==> config.mk <==
export PLATFORM = sky130hd
export DESIGN_NAME = pwm_multi_shadow_flat
export DESIGN_NICKNAME = d
export VERILOG_FILES = /design/src/rtl/pwm_multi_shadow_if.sv /design/src/rtl/pwm_multi_shadow.sv /design/src/flat_wrapper.sv
export SDC_FILE = /design/constraint.sdc
export NUM_CORES = 2
export LEC_CHECK = 0
export BUFFER_PORTS_ARGS = -buffer_cell sky130_fd_sc_hd__buf_2
export CAP_MARGIN = 20
export CORE_UTILIZATION = 30
export DETAILED_ROUTE_END_ITERATION = 7
export PLACE_DENSITY = 0.52
export SLEW_MARGIN = 20
export SYNTH_ARGS = -nofsm -noshare
export SYNTH_HDL_FRONTEND = slang
export SYNTH_SLANG_ARGS = --single-unit
==> constraint.sdc <==
create_clock -name clk -period 46 [get_ports clk]
set_input_delay 4.6 -clock clk [delete_from_list [all_inputs] [get_ports clk]]
set_output_delay 4.6 -clock clk [all_outputs]
set_load 0.03 [all_outputs]
==> src/rtl/pwm_multi_shadow_if.sv <==
// rtl/pwm_multi_shadow_if.sv - register-file side bundle for the N-channel PWM
interface pwm_multi_shadow_if #(
    parameter int NCH   = 8,
    parameter int WIDTH = 32
);
    logic [NCH-1:0]       en_i;
    logic [NCH-1:0]       pol_i;
    logic [NCH-1:0]       load_i;
    logic [NCH*WIDTH-1:0] period_i;
    logic [NCH*WIDTH-1:0] duty_i;
    logic [NCH-1:0]       pwm_o;
    logic [NCH-1:0]       wrap_o;
    logic [NCH-1:0]       pend_o;

    // Register file: drives configuration, observes outputs
    modport master (
        output en_i, pol_i, load_i, period_i, duty_i,
        input  pwm_o, wrap_o, pend_o
    );

    // PWM block: consumes configuration, produces outputs
    modport slave (
        input  en_i, pol_i, load_i, period_i, duty_i,
        output pwm_o, wrap_o, pend_o
    );
endinterface

==> src/rtl/pwm_multi_shadow.sv <==
// rtl/pwm_multi_shadow.sv - N-channel PWM with shadowed period/duty applied at period boundaries
module pwm_multi_shadow #(
    parameter int NCH   = 8,
    parameter int WIDTH = 32
) (
    input  logic               clk,
    input  logic               rst,
    pwm_multi_shadow_if.slave  bus
);

    logic [NCH-1:0] pwm_vec;
    logic [NCH-1:0] wrap_vec;
    logic [NCH-1:0] pend_vec;

    for (genvar c = 0; c < NCH; c++) begin : g_ch
        logic [WIDTH-1:0] per_in;
        logic [WIDTH-1:0] duty_in;
        logic             en;
        logic             pol;
        logic             load;

        logic [WIDTH-1:0] cnt_q, cnt_d;
        logic [WIDTH-1:0] per_act_q, per_act_d;
        logic [WIDTH-1:0] duty_act_q, duty_act_d;
        logic [WIDTH-1:0] per_sh_q, per_sh_d;
        logic [WIDTH-1:0] duty_sh_q, duty_sh_d;
        logic             pend_q, pend_d;
        logic             pwm_q, pwm_d;
        logic             wrap_q, wrap_d;

        assign per_in  = bus.period_i[c*WIDTH +: WIDTH];
        assign duty_in = bus.duty_i[c*WIDTH +: WIDTH];
        assign en      = bus.en_i[c];
        assign pol     = bus.pol_i[c];
        assign load    = bus.load_i[c];

        // Next-state: shadow capture, counter advance, boundary apply and output compare
        always_comb begin
            cnt_d      = cnt_q;
            per_act_d  = per_act_q;
            duty_act_d = duty_act_q;
            per_sh_d   = per_sh_q;
            duty_sh_d  = duty_sh_q;
            pend_d     = pend_q;
            pwm_d      = pwm_q;
            wrap_d     = wrap_q;

            // A new load always lands in the shadow and replaces anything not yet applied
            if (load) begin
                per_sh_d  = per_in;
                duty_sh_d = duty_in;
                pend_d    = 1'b1;
            end

            if (!en) begin
                // Idle: hold counter at zero, drive the inactive level, apply pending shadow.
                // A load in this same cycle stays pending because it only reaches the shadow now.
                cnt_d  = '0;
                pwm_d  = pol;
                wrap_d = 1'b0;
                if (pend_q) begin
                    per_act_d  = per_sh_q;
                    duty_act_d = duty_sh_q;
                    pend_d     = load;
                end
            end else begin
                // Compare uses the pre-edge counter, so the output trails it by one cycle
                pwm_d = (cnt_q < duty_act_q) ^ pol;
                if (cnt_q == per_act_q) begin
                    cnt_d  = '0;
                    wrap_d = 1'b1;
                    if (load) begin
                        // Load on the boundary bypasses the shadow and takes effect immediately
                        per_act_d  = per_in;
                        duty_act_d = duty_in;
                        pend_d     = 1'b0;
                    end else if (pend_q) begin
                        per_act_d  = per_sh_q;
                        duty_act_d = duty_sh_q;
                        pend_d     = 1'b0;
                    end
                end else begin
                    cnt_d  = cnt_q + WIDTH'(1);
                    wrap_d = 1'b0;
                end
            end
        end

        // Channel state registers, cleared asynchronously
        always_ff @(posedge clk or posedge rst) begin
            if (rst) begin
                cnt_q      <= '0;
                per_act_q  <= '0;
                duty_act_q <= '0;
                per_sh_q   <= '0;
                duty_sh_q  <= '0;
                pend_q     <= 1'b0;
                pwm_q      <= 1'b0;
                wrap_q     <= 1'b0;
            end else begin
                cnt_q      <= cnt_d;
                per_act_q  <= per_act_d;
                duty_act_q <= duty_act_d;
                per_sh_q   <= per_sh_d;
                duty_sh_q  <= duty_sh_d;
                pend_q     <= pend_d;
                pwm_q      <= pwm_d;
                wrap_q     <= wrap_d;
            end
        end

        assign pwm_vec[c]  = pwm_q;
        assign wrap_vec[c] = wrap_q;
        assign pend_vec[c] = pend_q;
    end

    assign bus.pwm_o  = pwm_vec;
    assign bus.wrap_o = wrap_vec;
    assign bus.pend_o = pend_vec;

endmodule
==> src/flat_wrapper.sv <==
// flat-port wrapper written by rule: the top's interface ports become plain ports
module pwm_multi_shadow_flat 
#(
    parameter int NCH   = 8,
    parameter int WIDTH = 32
)
  (clk, rst, bus_en_i, bus_pol_i, bus_load_i, bus_period_i, bus_duty_i, bus_pwm_o, bus_wrap_o, bus_pend_o);
  pwm_multi_shadow_if #(.NCH(NCH), .WIDTH(WIDTH)) bus_i ();
  input  logic clk;
  input  logic rst;
  input wire logic [$bits(bus_i.en_i)-1:0] bus_en_i;
  input wire logic [$bits(bus_i.pol_i)-1:0] bus_pol_i;
  input wire logic [$bits(bus_i.load_i)-1:0] bus_load_i;
  input wire logic [$bits(bus_i.period_i)-1:0] bus_period_i;
  input wire logic [$bits(bus_i.duty_i)-1:0] bus_duty_i;
  output wire logic [$bits(bus_i.pwm_o)-1:0] bus_pwm_o;
  output wire logic [$bits(bus_i.wrap_o)-1:0] bus_wrap_o;
  output wire logic [$bits(bus_i.pend_o)-1:0] bus_pend_o;
  assign bus_i.en_i = bus_en_i;
  assign bus_i.pol_i = bus_pol_i;
  assign bus_i.load_i = bus_load_i;
  assign bus_i.period_i = bus_period_i;
  assign bus_i.duty_i = bus_duty_i;
  assign bus_pwm_o = bus_i.pwm_o;
  assign bus_wrap_o = bus_i.wrap_o;
  assign bus_pend_o = bus_i.pend_o;
  pwm_multi_shadow #(.NCH(NCH), .WIDTH(WIDTH)) u_core (.clk(clk), .rst(rst), .bus(bus_i));
endmodule
### After elaboration in Yosys (flattened, before gate mapping)

Cells that the tools add are included.

* output and inout bits: 24
* register bits: 1304

* equality and inequality tests: 16
* bitwise operators: 8
* $lt $le $gt $ge: 8
* add/subtract/negate cells: 8
* muxes and demuxes: 152

Operators with widths (count)
* $mux 32: 80
* $add 32x1->32 const B: 8
* $eq 32x32->1: 8
* $lt 32x32->1: 8
* $mux 1: 72
* $ne 2x1->1 const B: 8
* $xor 1x1->1: 8

### Longest topological paths before layout

* depth after elaboration: 5
* depth in mapped cells: 9
* gate-level depth less buffers: 8

### Worst setup path before layout

OpenSTA, ideal clock, no wires.

* kind: input-to-reg
* from: in bus_load_i[0]
* to: reg u_core.g_ch[0].duty_sh_q[0]
* setup slack: 40267 ps
* required time: 45875 ps
* stages on the path: 3
* arrival time: 5608 ps
* setup time: 125 ps
* cell sequence: clkbuf_1 clkbuf_1 mux2_2

RTL lines
* from (decl): RTL line flat_wrapper.sv:13 `input wire logic [$bits(bus_i.load_i)-1:0] bus_load_i;`
* to (signal assigned): RTL line pwm_multi_shadow.sv:105 `duty_sh_q <= duty_sh_d;`
* to (decl): RTL line pwm_multi_shadow.sv:26 `logic [WIDTH-1:0] duty_sh_q, duty_sh_d;`

No word-level cell between the ends.

==> impl_metrics.py <==
metrics = {
    "pwr": {
        "powerDensity_nw_per_um2": 41.62,
        "leakagePower_nw": 33.08,
        "p_total_mw": 3.080,
        "peakVddDrop_mv": 0.03648,
    },
    "timing": {
        "fin_setup_tns_ns": 0,
        "fin_ws_ns": 37.98,
        "fin_crit_sh_pct": 17.43,
        "fin_crit_ns": 8.018,
        "finalSetupViolations": 0,
        "rsz0062_at_grt": "no",
        "max_freq_mhz": 124.7,
        "final_hold_viol_count": 0,
        "fin_skew_ns": 0.04476,
        "slew_headroom_pct": 19.37,
        "drv_slew": 0,
        "tightest_slew_ns": 1.209,
        "holdWs_ns": 0.5042,
    },
    "synthesis": {
        "synth-edff-count": 0,
        "synth.distinct_cells": 56,
        "yosys.area.top_type_share_pct": 51.86,
        "syn_area_um2": 62920,
        "syn_avg_cell_area_um2": 11.55,
        "synth-seq-cells": 1304,
        "synth_async_sr_flop_share_pct": 100.0,
        "synth.area.top_cells": "dfrtp_1, mux2_2, a2bb2oi_1",
        "synthFlopType": "dfrtp_1",
        "ys_seq_area_share_pct": 51.86,
        "synth_nets": 6240,
        "syn_inst": 5446,
        "yosysWarnings": 0,
        "yosysMostFrequentCell": "dfrtp_1",
        "yosys.area.top_type": "dfrtp_1",
        "synth_common_cells": "dfrtp_1, o22ai_1, mux2_2, a2bb2oi_1, xor2_1",
    },
    "final_layout": {
        "fin_nets": 6681,
        "area_growth_pct": 17.60,
        "regArea_um2": 32630,
        "drive_gt1_share_pct": 24.90,
        "design_area_um2": 74000,
        "stdcell_count": 8817,
        "fin_util_pct": 35.63,
        "multi_input_comb_area_um2": 27840,
        "fillers": 20670,
    },
    "place": {
        "preCtsSetupSlack_ns": 36.82,
        "dp_cells": 8518,
        "io_buffers": 561,
        "post_dp_cell_area_um2": 68340,
        "hpwlAfterDp_mm": 123.8,
        "gp_congestion": 0.8229,
    },
    "clock_network": {
        "clock_sinks": 1304,
        "cts_resized": 0,
        "cts_tree": "yes",
        "ctsLongestPathBuffers": 3,
        "insertion_delay_ns": 0.80,
        "h-tree-depth": 4,
        "hold_buffers": 0,
        "root_buffer": "clkbuf_16",
        "postCtsSetupBuffers": 0,
        "clkTransAtPathRegs_ns": 0.06,
        "numCtsBuffers": 155,
    },
    "routing": {
        "routedWlPerCell_um": 20.35,
        "vias_per_cell": 5.062,
        "drt_iter0_markers": 2654,
        "drt_pre_antenna_iters": 5,
        "vias": 44630,
        "wirelength_mm": 179.4,
        "drc": 0,
        "antenna_left": 0,
    },
    "min_path": {
        "hold_depth": 1,
        "min_to": "u_core.g_ch[7].duty_sh_q[6]",
        "worstHoldPathType": "flop to flop",
        "hp-start": "u_core.g_ch[7].duty_sh_q[6]",
    },
    "critical_path": {
        "required_ns": 46.69,
        "reg2reg_from": "u_core.g_ch[7].cnt_q[2]",
        "start_kind": "primary input",
        "r2r_cells": 7,
        "crit_top_cell": "buf_4",
        "startpoint": "rst",
        "arrival_ns": 8.71,
        "cp_max_fo": 164,
        "rr_endpoint": "u_core.g_ch[7].duty_act_q[30]",
        "slowest_delay_ns": 0.83,
        "r2r_slack_ns": 42.41,
        "critPathSlowestCell": "buf_4",
        "criticalPathCategory": "primary input to asynchronous set/reset pin",
        "cp-end-kind": "asynchronous set/reset pin",
        "crit_path_cell_trace": "buf_2, inv_8, buf_4, buf_4, buf_4, buf_12",
    },
    "floorplanning": {
        "initial_utilization_pct": 30.30,
        "dieHeight_um": 460.0,
        "die_x_um": 460.0,
        "die_area_um2": 211600,
        "core-area_um2": 207700,
        "num_rows": 167,
        "io_pins": 562,
    },
    "grt": {
        "grt_use_total_pct": 16.79,
        "grt_max_degree": 165,
        "antenna_found_initial": 77,
        "grt_pass1_wl_mm": 277.1,
        "grt-ovfl-total": 0,
        "grt_pass1_vias": 45650,
    },
    "outcome": {
        "run_status": "finished, final reports clean",
    },
    "flow_run": {
        "cap_violations": 0,
    },
}
-- cell type report --
| type | instances | share of cell area [%] |
|---|---|---|
| inverters | 299 | 1.527 |
| clock inverters | 62 | 1.299 |
| well taps | 2788 | 4.714 |
| flip-flops and latches | 1304 | 44.10 |
| multi-input cells | 3508 | 37.62 |
| diodes | 18 | 0.06087 |
| clock buffers | 219 | 6.277 |
| repair buffers | 619 | 4.408 |
-- power breakdown --
group	leakage, nW	internal (mW)	switching [mW]
Combinational	14.9	0.195	0.199
Sequential	15.4	1.27	0.0843
Clock	2.76	0.817	0.516
-- cells in the final DEF, fill, tap and decap left out, types with 132 or more instances in the layout --
cell type	n
a21oi_1	132
a2bb2oi_1	445
buf_2	560
clkbuf_16	159
dfrtp_1	1304
ha_1	256
inv_1	298
mux2_2	512
nand2_1	155
nor2_1	326
o22ai_1	515
xor2_1	390
-- worst max-delay path: cells and delay by family --
family	cells	cell delay, ns
buf+inv	6	3.42
-- metal layers --
metal	routed length, um	track usage [%]	share of wire (%)
met1	81890	22.62	46
met2	83240	26.56	46
met3	8466	3.333	4.7
met4	5563	6.154	3.1
met5	244	0	0.14
-- logic make-up after synthesis --
kind of cell,after synthesis,synth area share (%)
compound gates,1307,15.54
simple gates,954,7.463
mux,512,9.163
fa+ha+maj,256,5.090
flops,1304,51.86
buf+inv,634,4.223
xor+xnor,479,6.667
-- registers in the layout, indices dropped and copies added, names as in the netlist --
signal and cells:
u_core.g_ch.cnt_q 256, u_core.g_ch.pwm_q 8, u_core.g_ch.duty_act_q 256, u_core.g_ch.per_sh_q 256, u_core.g_ch.pend_q 8, u_core.g_ch.wrap_q 8
u_core.g_ch.per_act_q 256, u_core.g_ch.duty_sh_q 256
-- worst max-delay path by stage --
stage | end | slack [ns] | depth (start not counted)
floorplan | u_core.g_ch[0].cnt_q[0] | 4.64 | 1
global placement | u_core.g_ch[2].per_act_q[1] | 36.88 | 6
detailed placement | u_core.g_ch[2].per_act_q[1] | 36.82 | 6
CTS | u_core.g_ch[2].per_act_q[1] | 37.72 | 6
global route | u_core.g_ch[3].cnt_q[12] | 37.47 | 6
finish | u_core.g_ch[0].per_sh_q[3] | 37.98 | 6
(Power assumes the default switching activity.)
